$ cat src/rtl/cp0_unit.sv
// cp0_unit: minimal MIPS coprocessor 0 holding SR, Cause, EPC and PRId. It raises the
// interrupt request and keeps the return PC for eret.
// Optional feature: define CP0_TIMER_EN to add Count/Compare and a timer interrupt on IP7.
module cp0_unit #(
  parameter logic [31:0] PRID = 32'h0000_3000
) (
  input  logic        clk,
  input  logic        reset,
  input  logic [4:0]  sel,
  input  logic [31:0] wdata,
  input  logic        we,
  output logic [31:0] rdata,
  input  logic [5:0]  hw_int,
  input  logic        exl_set,
  input  logic        exl_clr,
  input  logic [31:0] victim_pc,
  output logic [31:0] epc,
  output logic        int_req
);

  localparam logic [4:0] SelCount   = 5'd9;
  localparam logic [4:0] SelCompare = 5'd11;
  localparam logic [4:0] SelSr      = 5'd12;
  localparam logic [4:0] SelCause   = 5'd13;
  localparam logic [4:0] SelEpc     = 5'd14;
  localparam logic [4:0] SelPrid    = 5'd15;

  logic [5:0]  im_q, im_d;
  logic        exl_q, exl_d;
  logic        ie_q, ie_d;
  logic [5:0]  ip_q, ip_d;
  logic [31:0] epc_q, epc_d;
  logic [5:0]  cause_ip;
  logic        wr_sr, wr_epc;

  assign wr_sr  = we && (sel == SelSr);
  assign wr_epc = we && (sel == SelEpc);

`ifdef CP0_TIMER_EN
  logic [31:0] count_q, count_d;
  logic [31:0] compare_q, compare_d;
  logic        pend_q, pend_d;
  logic        wr_count, wr_compare;

  assign wr_count   = we && (sel == SelCount);
  assign wr_compare = we && (sel == SelCompare);
  // The timer joins IP7 after the IP register so clearing it via Compare takes effect at once.
  assign cause_ip   = {ip_q[5] | pend_q, ip_q[4:0]};

  // Timer next state: a Count write replaces the increment, and a Compare write acks the timer.
  always_comb begin
    count_d   = wr_count ? wdata : count_q + 32'd1;
    compare_d = wr_compare ? wdata : compare_q;
    pend_d    = pend_q;
    if (wr_compare) begin
      pend_d = 1'b0;
    end else if ((count_q == compare_q) && (compare_q != 32'd0)) begin
      pend_d = 1'b1;
    end
  end

  // Timer state registers.
  always_ff @(posedge clk or negedge reset) begin
    if (!reset) begin
      count_q   <= 32'd0;
      compare_q <= 32'd0;
      pend_q    <= 1'b0;
    end else begin
      count_q   <= count_d;
      compare_q <= compare_d;
      pend_q    <= pend_d;
    end
  end
`else
  assign cause_ip = ip_q;
`endif

  // SR/EPC/IP next state: exl_set beats exl_clr, and both beat an mtc0 to EXL or EPC.
  always_comb begin
    im_d  = im_q;
    ie_d  = ie_q;
    exl_d = exl_q;
    epc_d = epc_q;
    ip_d  = hw_int;
    if (wr_sr) begin
      im_d  = wdata[15:10];
      ie_d  = wdata[0];
      exl_d = wdata[1];
    end
    if (wr_epc) begin
      epc_d = {wdata[31:2], 2'b00};
    end
    if (exl_clr) begin
      exl_d = 1'b0;
    end
    if (exl_set) begin
      exl_d = 1'b1;
      epc_d = {victim_pc[31:2], 2'b00};
    end
  end

  // Core state registers.
  always_ff @(posedge clk or negedge reset) begin
    if (!reset) begin
      im_q  <= 6'd0;
      ie_q  <= 1'b0;
      exl_q <= 1'b0;
      ip_q  <= 6'd0;
      epc_q <= 32'd0;
    end else begin
      im_q  <= im_d;
      ie_q  <= ie_d;
      exl_q <= exl_d;
      ip_q  <= ip_d;
      epc_q <= epc_d;
    end
  end

  // mfc0 read mux from current (pre-edge) state.
  always_comb begin
    rdata = 32'd0;
    case (sel)
`ifdef CP0_TIMER_EN
      SelCount:   rdata = count_q;
      SelCompare: rdata = compare_q;
`endif
      SelSr:      rdata = {16'd0, im_q, 8'd0, exl_q, ie_q};
      SelCause:   rdata = {16'd0, cause_ip, 10'd0};
      SelEpc:     rdata = epc_q;
      SelPrid:    rdata = PRID;
      default:    rdata = 32'd0;
    endcase
  end

  assign epc     = epc_q;
  assign int_req = (|(cause_ip & im_q)) & ie_q & ~exl_q;

endmodule

$ cat config.mk
export PLATFORM = sky130hd
export DESIGN_NAME = cp0_unit
export DESIGN_NICKNAME = d
export VERILOG_FILES = /design/src/rtl/cp0_unit.sv
export SDC_FILE = /design/constraint.sdc
export NUM_CORES = 1
export LEC_CHECK = 0
export ABC_AREA = 0
export ABC_CLOCK_PERIOD_IN_PS = 2900
export BUFFER_PORTS_ARGS = -buffer_cell sky130_fd_sc_hd__buf_2
export CORE_MARGIN = 3
export CORE_UTILIZATION = 38
export CTS_CLUSTER_DIAMETER = 200
export CTS_CLUSTER_SIZE = 12
export DETAILED_ROUTE_END_ITERATION = 8
export HOLD_SLACK_MARGIN = 0.03
export PLACE_DENSITY = 0.65
export SLEW_MARGIN = 20
export SYNTH_ARGS = -nofsm -noshare
export SYNTH_HDL_FRONTEND = slang
export SYNTH_SLANG_ARGS = --single-unit
export TNS_END_PERCENT = 30
$ cat constraint.sdc
create_clock -name clk -period 2.9 [get_ports clk]
set_input_delay 0.29 -clock clk [delete_from_list [all_inputs] [get_ports clk]]
set_output_delay 0.29 -clock clk [all_outputs]
set_load 0.03 [all_outputs]
==> results.ini <==
[yosys]
synthTopCellsByArea = dfrtp_1 (39%), mux2i_1 (12%), nor4bb_1 (11%)
synth_cell_types = 24
syn-instance-count = 297
synthSimpleGateAreaFrac = 0.312
synth-compound-area-share = 0.101
synth_fa_ha_area_frac = 0
avgSynthCellArea_sq_um = 9.61
syn_area_sq_um = 2860
ys_seq_elements = 44
synth_seq_area_share = 0.386
netlist.area_leader.share = 0.386
synth_top_area_cell = dfrtp_1
synth_top_family_by_area = simple AND/OR/NAND/NOR gates
ys_warn_count = 0
synthXorXnorAreaFrac = 0
synthMuxAreaShare = 0.155

[cts]
clock_latency_ns = 0.29
cts.htree.levels = 2
cts_tree = done
cts_resized = 0
clock_path_buffers = 2
ctsRootBufferMaster = clkbuf_8
post_cts_buffers = 0
holdBufCountCts = 0
cts-buffers-inserted = 5
clk_pin_slew_worst_paths_ns = 0.08
cts_sinks = 44

[floorplan]
die_x_um = 92.7
row_count = 30
start_util = 0.407
core-area_sq_um = 7020
die_area_sq_um = 8590
fp.dieH_um = 92.7
io_pins = 145

[power_and_ir_drop]
p_per_area_nw_per_um2 = 447
power_frac_clock = 0.224
pwr-share-comb = 0.323
netSwitchingPower_mw = 0.580
max-vdd-ir-drop_v = 0.000303
p_leak_nw = 1.79
p_sw_frac = 0.351
intPower_mw = 1.07
seqPwrFrac = 0.453

[timing]
period_needed_ns = 2.00
fin_crit_sh = 0.691
clock_skew_ns = 0
worst_slew_pin_slew_ns = 0.707
rsz0062_at_grt = no
fmax_mhz = 499
layout_setup_ws_ns = 0.896
hold_viol_final = 0
slew_violations = 0
max-slew-margin-rel = 0.529
fin_tns_setup_ns = 0
setup_viol = 0
finalHoldWorstSlack_ns = 0.0978

[grt]
grt_util_met2 = 0.310
grtUsageTotal = 0.184
grt_pass1_vias = 2635
grt_pass1_wl_um = 12700
grt_overflow_total = 0
use_met3 = 0.0496
grt_use_met1 = 0.237
grt_max_degree = 45
busiest_layer = met2
antenna_found_initial = 0

[finish]
n_fill_cell = 670
layout_common_cells = buf_2 (139), dfrtp_1 (44), nand2_1 (35), mux2i_1 (34), a22oi_1 (33)
syn2layout_area_growth_pct = 29.6
nets = 504
drive_gt1_frac = 0.394
final_common_cell = buf_2
antenna_cells = 0
final_core_util = 0.527
layoutNonFillerInstCount = 520

[place]
placed_cells_incl_taps = 512
io_buffers = 140
gp_congestion = 0.800
dp_slack_ns = 0.885
dp_hpwl_um = 5670

[routing]
dr_total_vias = 2729
wl_per_cell_um = 15.5
vias_per_cell = 5.25
dr.pass1.iters = 4
drt-initial-drc-count = 80
drcViolationCount = 0
routed_wl_um = 8080
drtAntennaViolNets = 0

[setup_path]
worstPathMaxFanout = 42
end_kind = output pin
critPathKind = in2out
timing.rr.start = exl_q$_DFFE_PN0P_
cp-startpoint = sel[1]
arrival_ns = 1.71
crit_path_start_kind = primary input
required_ns = 2.61

[flow_run]
cap_violations = 0

[status]
status = completed

[worst_hold_path]
hp-class = in2reg
hp-start = hw_int[5]

[critical path: stages]
cell     delay (ns)
buf_2          0.54
mux2_2         0.42
o22ai_1        0.18
nor2_1         0.07
buf_2          0.19
[path summary, 6_finish.rpt]
check | end | slack, ns | depth (start not counted)
setup reg to reg | exl_q$_DFFE_PN0P_ | 1.74 | 3
max in group asynchronous | epc[7]$_DFFE_PN0P_ | 1.97 | 2
hold reg to reg | ie_q$_DFFE_PN0P_ | 0.51 | 1
hold / removal | cause_ip[5]$_DFF_PN0_ | 0.1 | 1
min in group asynchronous | epc[17]$_DFFE_PN0P_ | 0.54 | 2
setup / recovery | rdata[13] | 0.90 | 5
[power groups by stage]
stage                     registers (mW)  logic, mW  clock network [mW]
after floorplan                    0.865      0.248                   0
after global placement             0.760      0.528                   0
after detailed placement           0.760      0.537                   0
after CTS                          0.748      0.538               0.384
after global routing               0.761      0.583               0.412
final                              0.748      0.534               0.371
[metal layers]
metal,vias up,part of all wire
met3,5,0.083
li1,1318,-
met2,112,0.48
met4,0,0.0052
met1,1294,0.43
met5,-,0
[synth_stat cells]
master    count
a311oi_1      1
buf_4         2
dfrtp_1      44
or4_1         1
a21oi_1       4
buf_2         6
clkbuf_1     21
nor4bb_1     30
nor4_1        1
nor2_1        6
inv_1         1
nand3b_1      1
nand2_1      35
mux2i_1      34
nor4b_1       1
and2_1       24
and4b_1       2
conb_1        1
nor2b_1      31
or2_2         4
o22ai_1       2
mux2_2        9
a22oi_1      33
nand2b_1      3
[kinds of logic (layout without fill, tap and decap cells)]
family          Yosys count  after routing
flops                    44             44
compound gates           40             40
other cells               1              2
simple gates            139            139
mux                      43             43
buf+inv                  30            156
[registers in the layout, indices dropped and copies added (netlist names)]
signal,cells
epc,30
cause_ip,6
im_q,6
exl_q,1
ie_q,1
[layout make-up]
| type | instances | area (sq um) | share of cell area |
|---|---|---|---|
| timing repair buffer | 148 | 766 | 0.207 |
| tap | 96 | 120 | 0.0325 |
| clock buffer | 6 | 72.6 | 0.0196 |
| inverter | 1 | 3.75 | 0.00101 |
| multi-input combinational | 224 | 1630 | 0.441 |
| clock inverter | 1 | 5.00 | 0.00135 |
| sequential | 44 | 1100 | 0.298 |
[through the flow]
stage	total power [mW]	cell area (sq um)
global route	1.76	3700
finish	1.65	3700
CTS	1.67	3690
global placement	1.29	3610
floorplan	1.11	2860
detailed placement	1.30	3610
(Power assumes the default switching activity.)
